File: config.mk
export PLATFORM = sky130hd
export DESIGN_NAME = otter_io_timer
export DESIGN_NICKNAME = d
export VERILOG_FILES = /design/src/rtl/otter_io_timer.sv
export SDC_FILE = /design/constraint.sdc
export NUM_CORES = 1
export LEC_CHECK = 0
export CAP_MARGIN = 20
export CORE_MARGIN = 4
export CORE_UTILIZATION = 45
export CTS_BUF_LIST = sky130_fd_sc_hd__clkbuf_16
export DETAILED_ROUTE_END_ITERATION = 10
export PLACE_DENSITY = 0.78
export SYNTH_ARGS = -nofsm -noshare
export SYNTH_HDL_FRONTEND = slang
export SYNTH_SLANG_ARGS = --single-unit
File: constraint.sdc
create_clock -name CLK -period 4 [get_ports CLK]
set_input_delay 0.4 -clock CLK [delete_from_list [all_inputs] [get_ports CLK]]
set_output_delay 0.4 -clock CLK [all_outputs]
set_load 0.01 [all_outputs]
File: src/rtl/otter_io_timer.sv
// rtl/otter_io_timer.sv - OTTER memory-mapped I/O block: switches, LEDs and a prescaled compare timer
// Register window at BASE_ADDR with combinational read-back and a one-cycle interrupt pulse on match.
module otter_io_timer #(
  parameter logic [31:0] BASE_ADDR = 32'h1100_0000
) (
  input  logic        CLK,
  input  logic        RESET,
  input  logic [31:0] IOBUS_ADDR,
  input  logic [31:0] IOBUS_OUT,
  input  logic        IOBUS_WR,
  output logic [31:0] IOBUS_IN,
  input  logic [15:0] SWITCHES,
  output logic [15:0] LEDS,
  output logic        INTR
);

  localparam logic [2:0] OFF_SW   = 3'd0;
  localparam logic [2:0] OFF_LED  = 3'd1;
  localparam logic [2:0] OFF_CTRL = 3'd2;
  localparam logic [2:0] OFF_CMP  = 3'd3;
  localparam logic [2:0] OFF_CNT  = 3'd4;
  localparam logic [2:0] OFF_STAT = 3'd5;
  localparam logic [2:0] OFF_PRE  = 3'd6;

  logic [15:0] led_q, led_d;
  logic [2:0]  ctrl_q, ctrl_d;
  logic [31:0] cmp_q, cmp_d;
  logic [31:0] cnt_q, cnt_d;
  logic [15:0] pre_q, pre_d;
  logic [15:0] pcnt_q, pcnt_d;
  logic        match_q, match_d;
  logic        intr_q, intr_d;
  logic [15:0] sw_meta_q, sw_sync_q;

  logic       hit, wr_en, tick, cnt_eq, match_evt;
  logic       wr_led, wr_ctrl, wr_cmp, wr_cnt, wr_stat, wr_pre;
  logic [2:0] offset;

  // Byte lane bits are don't-care; the window is word addressed.
  wire unused_addr_bits = ^IOBUS_ADDR[1:0];

  assign hit    = (IOBUS_ADDR[31:5] == BASE_ADDR[31:5]);
  assign offset = IOBUS_ADDR[4:2];
  assign wr_en  = IOBUS_WR && hit;

  assign wr_led  = wr_en && (offset == OFF_LED);
  assign wr_ctrl = wr_en && (offset == OFF_CTRL);
  assign wr_cmp  = wr_en && (offset == OFF_CMP);
  assign wr_cnt  = wr_en && (offset == OFF_CNT);
  assign wr_stat = wr_en && (offset == OFF_STAT);
  assign wr_pre  = wr_en && (offset == OFF_PRE);

  assign tick      = ctrl_q[0] && (pcnt_q == pre_q);
  assign cnt_eq    = (cnt_q == cmp_q);
  // A CPU write to CNT discards the coincident tick, including its match.
  assign match_evt = tick && cnt_eq && !wr_cnt;

  always_comb begin
    led_d   = led_q;
    ctrl_d  = ctrl_q;
    cmp_d   = cmp_q;
    cnt_d   = cnt_q;
    pre_d   = pre_q;
    pcnt_d  = pcnt_q;
    match_d = match_q;
    intr_d  = match_evt && ctrl_q[2];

    if (wr_led)  led_d  = IOBUS_OUT[15:0];
    if (wr_ctrl) ctrl_d = IOBUS_OUT[2:0];
    if (wr_cmp)  cmp_d  = IOBUS_OUT;
    if (wr_pre)  pre_d  = IOBUS_OUT[15:0];

    if (!ctrl_q[0] || tick || wr_pre || wr_cnt) begin
      pcnt_d = 16'd0;
    end else begin
      pcnt_d = pcnt_q + 16'd1;
    end

    if (wr_cnt) begin
      cnt_d = IOBUS_OUT;
    end else if (tick) begin
      cnt_d = (cnt_eq && ctrl_q[1]) ? 32'd0 : cnt_q + 32'd1;
    end

    // Set beats clear when both land on the same edge.
    if (match_evt) begin
      match_d = 1'b1;
    end else if (wr_stat && IOBUS_OUT[0]) begin
      match_d = 1'b0;
    end
  end

  always_ff @(posedge CLK or posedge RESET) begin
    if (RESET) begin
      led_q     <= 16'd0;
      ctrl_q    <= 3'd0;
      cmp_q     <= 32'd0;
      cnt_q     <= 32'd0;
      pre_q     <= 16'd0;
      pcnt_q    <= 16'd0;
      match_q   <= 1'b0;
      intr_q    <= 1'b0;
      sw_meta_q <= 16'd0;
      sw_sync_q <= 16'd0;
    end else begin
      led_q     <= led_d;
      ctrl_q    <= ctrl_d;
      cmp_q     <= cmp_d;
      cnt_q     <= cnt_d;
      pre_q     <= pre_d;
      pcnt_q    <= pcnt_d;
      match_q   <= match_d;
      intr_q    <= intr_d;
      sw_meta_q <= SWITCHES;
      sw_sync_q <= sw_meta_q;
    end
  end

  always_comb begin
    IOBUS_IN = 32'd0;
    if (hit) begin
      case (offset)
        OFF_SW:   IOBUS_IN = {16'd0, sw_sync_q};
        OFF_LED:  IOBUS_IN = {16'd0, led_q};
        OFF_CTRL: IOBUS_IN = {29'd0, ctrl_q};
        OFF_CMP:  IOBUS_IN = cmp_q;
        OFF_CNT:  IOBUS_IN = cnt_q;
        OFF_STAT: IOBUS_IN = {31'd0, match_q};
        OFF_PRE:  IOBUS_IN = {16'd0, pre_q};
        default:  IOBUS_IN = 32'd0;
      endcase
    end
  end

  assign LEDS = led_q;
  assign INTR = intr_q;

endmodule
==> metrics.cfg, run 1 <==
[status]
run_status=complete, no violations

[setup_path]
r2r_slack_ns=1.06
rr_startpoint=cnt_q[28]
end_kind=output port
max_stage_delay_ns=0.74
crit_required_ns=3.60
cp_cell_sequence=clkdlybuf4s50_1 -> and2_1 -> buf_12 -> a22oi_1 -> nor2_1 -> a221oi_1 -> nor2_1 -> clkdlybuf4s50_1
cp.depth=8
cpMaxStageDelayCell=clkdlybuf4s50_1
crit_buf_inv=3
r2r_cells=6
r2r-end=cnt_q[2]
path_class=input port to output port
crit_arrival_ns=2.85
critPathTopFamily=buffers and inverters
worst-path-max-fanout=23
start_kind=input port

[sta]
rsz0062_at_grt=no
worst_pin_slew_ns=0.835
fin_crit_ns=3.25
fin_skew_ns=0.00875
fin_setup_tns_ns=0
final_max_slew_viol_count=0
final_hold_viol_count=0
setup_viol=0
relSlewSlack_pct=43.9
fin_ws_ns=0.747
finalCritPeriodShare_pct=81.3
max_freq_mhz=307

[clock_network]
cts_num_sinks=149
cts_root_buf=clkbuf_16
clkLatencyLatePin_ns=0.43
cts_tree=built
cts_resized=0
ctsHoldBuffers=0
postCtsSetupRepairBufs=0
cts.htree.levels=4
path_clk_slew_ns=0.06
cts_buffer_depth=2
cts_made_buffers=17

[routing]
drtPass1Iterations=5
vias_per_cell=5.95
dr_total_vias=6650
drtAntennaViolNets=0
drtIter0Drc=740
post_drt_wl_per_cell_um=19.8
drcViolationCount=0
totalWireLength_um=22100

[final_layout]
fin_cells=1117
antennaDiodeCount=0
finalInstanceArea_mm2=0.00996
fin_nets=964
areaGrowthSynthToFinish_pct=26.3
post_route_cells_drive_above_1_share_pct=16.6

[yosys]
ys_seq_elements=149
synth_warnings=0
yosysTopAreaCell=dfrtp_1
syn_nets=856
synth_seq_area_share_pct=47.3
synth_top_area_share_pct=47.3
netlist_instances=771
syn_area_mm2=0.00789
yosys-top-cells-area=dfrtp_1, mux2_2, xnor2_1
ys_types=49
synth_area_per_cell_um2=10.2

[global_routing]
grt_pass1_wl_um=35400
grt_max_degree=112
first_global_vias=6478
antenna_found_initial=0
grt_usage_pct=22.6
grt-ovfl-total=0

[floorplan]
die_area_mm2=0.0197
start_util_pct=45.8
io_pins=132
core_mm2=0.0172
die_y_um=140
placementRows=48
fp.dieW_um=140

[power]
peakVddDrop_uv=292
power_density_mw_per_mm2=331
power.leakage_nw=3.98

[placed_design]
hpwl_um=15200
dp.cells=1085
postPlaceCellArea_mm2=0.00938
io_buffers=129
gp_congestion=0.922
dp_slack_ns=0.746

[min_path]
hold_path_depth=0
hp-start=sw_meta_q[1]
worstHoldEndpoint=sw_sync_q[1]
holdCritPathClass=flip-flop to flip-flop

[job]
maxCapViolations=0

[kinds of logic (layout without fill, tap and decap cells)]
| family | Yosys count | after routing | share of synthesized area (%) |
|---|---|---|---|
| compound gates | 146 | 146 | 12.7 |
| xor+xnor | 62 | 62 | 6.88 |
| fa+ha+maj | 2 | 2 | 0.317 |
| buf+inv | 66 | 187 | 3.66 |
| flops | 149 | 149 | 47.3 |
| mux | 86 | 86 | 12.3 |
| simple gates | 260 | 260 | 16.9 |
[layout make-up]
cell class | count | area, um^2
Timing Repair Buffer | 150 | 1470
Clock buffer | 17 | 425
Fill cell | 1457 | 7280
Inverter | 5 | 22.5
Tap cell | 225 | 282
Clock inverter | 15 | 158
Multi-Input combinational cell | 556 | 3870
Sequential cell | 149 | 3730
[Yosys cell counts (all sizes together)]
library cell	instances
o22a	2
or4	2
nand2	50
nor4	13
ha	2
nor2b	5
or4b	2
nor3	17
nor4b	2
nor2	94
o211ai	1
inv	5
nor3b	1
mux2	85
dfrtp	149
a31oi	16
or2	1
mux2i	1
a311oi	8
o31ai	2
xor2	11
nand4	24
nand4b	3
nand3	21
and3	10
a21oi	25
and4	8
clkbuf	37
o21ai	27
a41oi	1
a221oi	13
a22oi	32
a32oi	19
nand3b	3
buf	24
xnor2	51
and2	4
[sequential cells by signal (all words and copies together) (netlist names)]
| name | cells |
|---|---|
| sw_sync_q | 16 |
| pre_q | 16 |
| cnt_q | 32 |
| INTR | 1 |
| pcnt_q | 16 |
| sw_meta_q | 16 |
| ctrl_q | 3 |
| match_q | 1 |
| cmp_q | 32 |
| LEDS | 16 |
[worst max-delay path by stage]
stage	startpoint	endpoint	slack (ns)
CTS	IOBUS_ADDR[2]	IOBUS_IN[11]	0.76
detailed placement	IOBUS_ADDR[2]	cnt_q[25]	0.75
global placement	IOBUS_ADDR[2]	IOBUS_IN[11]	0.76
finish	IOBUS_ADDR[2]	IOBUS_IN[11]	0.75
global route	IOBUS_ADDR[2]	IOBUS_IN[11]	0.63
floorplan	RESET	INTR	1.73
[through the flow]
step / util [%] / hold WS [ns] / power, mW
2_1_floorplan: - / 0.331 / 1.62
3_5_place_dp: 54.4 / 0.335 / 1.74
3_3_place_gp: 54.4 / 0.332 / 1.74
6_report: 57.8 / 0.343 / 3.29
4_1_cts: 57.8 / 0.348 / 3.32
5_1_grt: 57.8 / 0.351 / 3.40
[power by group]
group          internal, mW  switching, mW
Combinational        0.0924         0.0926
Sequential             1.52        0.00514
Clock                 0.920          0.660
Total                  2.54          0.758
[per-layer routing]
metal  track usage, %  part of all wire, %  vias up
met2             36.1                   48      297
met1             30.6                   42     3277
met4             7.60                  2.3        0
met5                0                    0        -
met3             4.85                  7.7       44
li1                 -                    -     3032
[worst register-to-register path: cells and delay by family, from the launching register on]
kind	cells	cell delay, ns
compound gates	2	0.52
simple gates	3	1.53
flops	1	0.45
xor+xnor	1	0.32
[placed cells by master, fill, tap and decap left out, types with 7 or more instances in the layout]
master / synthesis / routed
a31oi_1: 16 / 16
nand3_1: 20 / 20
xnor2_1: 51 / 51
nand4_1: 23 / 23
nor4_1: 9 / 9
a311oi_1: 8 / 8
a21oi_1: 25 / 25
and3_1: 10 / 10
clkdlybuf4s50_1: 0 / 129
clkbuf_16: 0 / 17
buf_4: 1 / 19
nand2_1: 50 / 50
mux2_2: 85 / 85
a221oi_1: 13 / 13
dfrtp_1: 149 / 149
o21ai_1: 7 / 7
a22oi_1: 32 / 32
xor2_1: 11 / 11
a32oi_1: 19 / 19
nor2_1: 93 / 93
nor3_1: 17 / 17
o21ai_0: 20 / 20
and4_1: 7 / 7
Note: power is estimated with default switching activity, not from simulation.
==> run 2: changes to the inputs <==
==> constraint.sdc (replaced) <==
create_clock -name CLK -period 2.73 [get_ports CLK]
set_input_delay 0.273 -clock CLK [delete_from_list [all_inputs] [get_ports CLK]]
set_output_delay 0.273 -clock CLK [all_outputs]
set_load 0.01 [all_outputs]
==> metrics.cfg, run 2 (synthesis results as in run 1) <==
[setup_path]
crit_arrival_ns=2.33
r2r_slack_ns=0.20
worst-path-max-fanout=32
r2r_cells=7
critPathCapture=IOBUS_IN[13]
cpMaxStageDelayCell=clkdlybuf4s50_1
path_class=input port to output port
rr_startpoint=cmp_q[18]
crit_start=IOBUS_ADDR[17]
cp.depth=7
end_kind=output port
max_stage_delay_ns=0.55
critPathTopFamily=buffers and inverters
crit_required_ns=2.46
crit_buf_inv=3
cp_cell_sequence=clkdlybuf4s50_1 -> nor4_1 -> and4_1 -> nand3_1 -> buf_12 -> nor2_1 -> clkdlybuf4s50_1
r2r-end=cnt_q[7]
cp_common_cell=clkdlybuf4s50_1
start_kind=input port

[power]
pwr-share-comb_pct=5.6
finalPower_mw=5.08
power_density_mw_per_mm2=495
p_int_mw=3.99
peakVddDrop_uv=444
switching_power_mw=1.09
pwr-share-seq_pct=44.1
power.leakage_nw=4.16
p_sw_share_pct=21.5
power.share.clock_pct=50.3

[routing]
drtAntennaViolNets=0
post_drt_wl_per_cell_um=19.8
drcViolationCount=0
drtPass1Iterations=5
drtIter0Drc=776
totalWireLength_um=22500
vias_per_cell=5.93
dr_total_vias=6752

[global_routing]
grt_pass1_wl_um=36100
grt-ovfl-total=0
antenna_found_initial=0
grt_max_degree=69
first_global_vias=6693
grt_usage_pct=23.0

[floorplan]
die_area_mm2=0.0197
core_mm2=0.0172
placementRows=48
io_pins=132
fp.dieW_um=140
start_util_pct=45.8
die_y_um=140

[sta]
fin_ws_ns=0.126
relSlewSlack_pct=58.3
final_max_slew_viol_count=0
setup_viol=0
fin_crit_ns=2.60
finalCritPeriodShare_pct=95.4
rsz0062_at_grt=no
fin_setup_tns_ns=0
worst_pin_slew_ns=0.625
whs_ns=0.274
fin_skew_ns=0.00930
max_freq_mhz=384
final_hold_viol_count=0

[final_layout]
final_common_cell=dfrtp_1
antennaDiodeCount=0
post_route_cells_drive_above_1_share_pct=18.5
top_regs=cmp_q x32, cnt_q x32
areaGrowthSynthToFinish_pct=30.2
fin_nets=985
mostFrequentLayoutCells=dfrtp_1, clkdlybuf4s50_1, nor2_1
nFillCells=1386
fin_cells=1138

[clock_network]
cts_num_sinks=149
path_clk_slew_ns=0.06
cts_buffer_depth=2
cts_made_buffers=17
ctsHoldBuffers=0
cts_tree=built
cts.htree.levels=4
clkLatencyLatePin_ns=0.43
cts_root_buf=clkbuf_16

[placed_design]
gp_congestion=0.906
io_buffers=129
dp_slack_ns=0.0810
hpwl_um=15900
dp.cells=1106

[min_path]
holdCritPathClass=input port to async pin

[job]
maxCapViolations=0

[status]
run_status=complete, no violations

[run 2: changes by cell type in the layout (fill, tap and decap cells not counted), sizes merged]
cell           before  now
buf                21   42
bufinv              2    5
clkdlybuf4s50     129  127
clkinv              7    4
clkinvlp            4    5
dlymetal6s2s        0    2
inv                 7    6
[run 2: how the worst min path moves through the flow]
stage	slack (ns)	depth (start not counted)	startpoint	to
finish	0.27	2	RESET	pre_q[2]
CTS	0.27	1	SWITCHES[7]	sw_meta_q[7]
detailed placement	0.33	0	sw_meta_q[5]	sw_sync_q[5]
global route	0.27	1	SWITCHES[7]	sw_meta_q[7]
floorplan	0.30	0	SWITCHES[0]	sw_meta_q[0]
global placement	0.33	0	sw_meta_q[1]	sw_sync_q[1]
[run 2: final cells by class]
type | count | area, um^2 | area share (%)
clock inverters | 15 | 214 | 2.08
well taps | 225 | 282 | 2.74
flip-flops and latches | 149 | 3730 | 36.3
repair buffers | 171 | 1720 | 16.8
clock buffers | 17 | 425 | 4.14
inverters | 5 | 22.5 | 0.219
multi-input cells | 556 | 3870 | 37.7
[run 2: per-stage QoR]
| step | utilization, % | cell area (um^2) |
|---|---|---|
| after floorplan | - | 7890 |
| after global placement | 55.8 | 9620 |
| after detailed placement | 55.8 | 9620 |
| after CTS | 59.5 | 10300 |
| after global routing | 59.6 | 10300 |
| final | 59.6 | 10300 |
[run 2: repair_timing]
item,4_1_cts,5_1_grt
setup buffers,0,0
gates resized for setup,0,4
hold endpoints to repair,0,0
endpoints found under the setup margin,0,12
[run 2: layer usage]
layer | wire, um | vias to the layer above | global-route usage (%)
met3 | 1540 | 52 | 4.47
met5 | 0 | - | 0
met2 | 11000 | 308 | 37.5
met1 | 9390 | 3316 | 30.4
met4 | 598 | 0 | 8.52
li1 | - | 3076 | -
[run 2: power by group through the flow]
stage	clock, mW	combinational [mW]	sequential, mW
after floorplan	0	0.0920	2.28
after global placement	0	0.280	2.28
after detailed placement	0	0.283	2.28
after CTS	2.58	0.286	2.24
after global routing	2.68	0.306	2.24
final	2.56	0.283	2.24
==> run 3: changes to the inputs <==
--- a/config.mk
+++ b/config.mk
@@ -6,11 +6,12 @@
 export NUM_CORES = 1
 export LEC_CHECK = 0
 export CAP_MARGIN = 20
-export CORE_MARGIN = 4
-export CORE_UTILIZATION = 45
+export CELL_PAD_IN_SITES_DETAIL_PLACEMENT = 0
+export CELL_PAD_IN_SITES_GLOBAL_PLACEMENT = 1
+export CORE_UTILIZATION = 42
 export CTS_BUF_LIST = sky130_fd_sc_hd__clkbuf_16
 export DETAILED_ROUTE_END_ITERATION = 10
-export PLACE_DENSITY = 0.78
+export PLACE_DENSITY = 0.87
 export SYNTH_ARGS = -nofsm -noshare
 export SYNTH_HDL_FRONTEND = slang
 export SYNTH_SLANG_ARGS = --single-unit
==> constraint.sdc (replaced) <==
create_clock -name CLK -period 2.61 [get_ports CLK]
set_input_delay 0.261 -clock CLK [delete_from_list [all_inputs] [get_ports CLK]]
set_output_delay 0.261 -clock CLK [all_outputs]
set_load 0.01 [all_outputs]
==> metrics.cfg, run 3 (synthesis results as in run 1) <==
[status]
run_status=finished with violations
violations=DRC

[min_path]
holdCritPathClass=input port to async pin

[placed_design]
hpwl_um=16100
gp_congestion=0.877
io_buffers=129

[clock_network]
ctsHoldBuffers=0
cts.htree.levels=4
cts_tree=built
clkLatencyLatePin_ns=0.42
cts_buffer_depth=2
cts_root_buf=clkbuf_16
cts_num_sinks=149
cts_made_buffers=17
path_clk_slew_ns=0.06

[power]
p_int_mw=4.00
power.share.clock_pct=48.1
pwr-share-seq_pct=45.5
power_density_mw_per_mm2=492
power.leakage_nw=4.32
peakVddDrop_uv=450
pwr-share-comb_pct=6.4
p_sw_share_pct=22.3
switching_power_mw=1.15

[setup_path]
critPathTopFamily=buffers and inverters
crit_arrival_ns=2.31
max_stage_delay_ns=0.49
end_kind=output port
path_class=input port to output port
crit_required_ns=2.35
r2r_cells=6
r2r-end=INTR
cpMaxStageDelayCell=clkdlybuf4s50_1
worst-path-max-fanout=9
cp_cell_sequence=clkdlybuf4s50_1 -> buf_6 -> nor2b_1 -> nor2b_1 -> buf_6 -> buf_4 -> a221oi_2 -> nor2_1 -> clkdlybuf4s50_1
start_kind=input port
r2r_slack_ns=0.24
crit_buf_inv=5
rr_startpoint=cnt_q[28]

[final_layout]
fin_util_pct=57.4
post_route_cells_drive_above_1_share_pct=21.0
top_regs=cmp_q x32, cnt_q x32
final_common_cell=dfrtp_1
fin_nets=999
mostFrequentLayoutCells=dfrtp_1, clkdlybuf4s50_1, nor2_1
areaGrowthSynthToFinish_pct=32.5
antennaDiodeCount=0

[global_routing]
grt_pass1_wl_um=36300
grt_max_degree=66
grt_usage_pct=24.4
globalRouteMet3Util_pct=5.42
met2_usage_pct=39.2
top_usage_layer=met2
grt-ovfl-total=0
first_global_vias=6574
met1_usage_pct=32.6
antenna_found_initial=0

[sta]
fin_skew_ns=0.00810
relSlewSlack_pct=68.8
setup_viol=0
max_freq_mhz=389
fin_crit_ns=2.57
finalCritPeriodShare_pct=98.5
fin_setup_tns_ns=0
worst_pin_slew_ns=0.462
final_max_slew_viol_count=0
final_hold_viol_count=0
rsz0062_at_grt=yes

[floorplan]
core_mm2=0.0182
die_y_um=139
fp.dieW_um=139
placementRows=49
start_util_pct=43.3
io_pins=132
die_area_mm2=0.0193

[job]
maxCapViolations=0

[routing]
drtAntennaViolNets=0
post_drt_wl_per_cell_um=19.7
drcViolationCount=6
drtPass1Iterations=10
drtIter0Drc=480
vias_per_cell=5.74
dr_total_vias=6637
totalWireLength_um=22800

==> run 3: how the worst max path moves through the flow <==
stage	cells after the start	end	startpoint
floorplan	1	INTR	RESET
global placement	9	IOBUS_IN[7]	IOBUS_ADDR[3]
detailed placement	9	IOBUS_IN[3]	IOBUS_ADDR[3]
CTS	8	IOBUS_IN[5]	IOBUS_ADDR[2]
global route	9	IOBUS_IN[3]	IOBUS_ADDR[3]
finish	9	IOBUS_IN[3]	IOBUS_ADDR[3]
==> run 3: area by class of cell <==
cell class                 instances  area [um^2]
clock buffer                      17          425
clock inverter                    15          168
fill                            1538         7750
inverter                           5         22.5
multi-input combinational        556         3940
sequential                       149         3730
tap                              229          287
timing repair buffer             185         1880
==> run 3: power by group through the flow <==
stage          clock network [mW]  registers [mW]  logic (mW)
2_1_floorplan                   0            2.38      0.0962
3_3_place_gp                    0            2.38       0.313
3_5_place_dp                    0            2.38       0.314
4_1_cts                      2.51            2.34       0.319
5_1_grt                      2.61            2.34       0.353
6_report                     2.48            2.34       0.327
==> run 3: what timing repair did <==
action                                  CTS  global route
gates cloned                              0             1
endpoints found under the setup margin    5            32
setup buffers                             0             0
gates resized for setup                   4            19
pin swaps                                 0             2
==> run 3: routing by layer <==
layer | up-vias | wire length (um)
li1 | 3112 | -
met1 | 3251 | 9980
met2 | 237 | 10900
met3 | 37 | 1370
met4 | 0 | 518
met5 | - | 0
==> run 3: through the flow <==
step / power, mW / std cells / hold slack (ns) / setup WS, ns / cell area [um^2]
after floorplan: 2.48 / 771 / 0.292 / 0.474 / 7890
final: 5.15 / 1156 / 0.106 / 0.0389 / 10500
after global placement: 2.70 / 1123 / 0.332 / -0.00535 / 9740
after global routing: 5.31 / 1156 / 0.119 / -0.0229 / 10500
after CTS: 5.17 / 1155 / 0.0989 / -0.00338 / 10400
after detailed placement: 2.70 / 1123 / 0.335 / -0.0147 / 9740
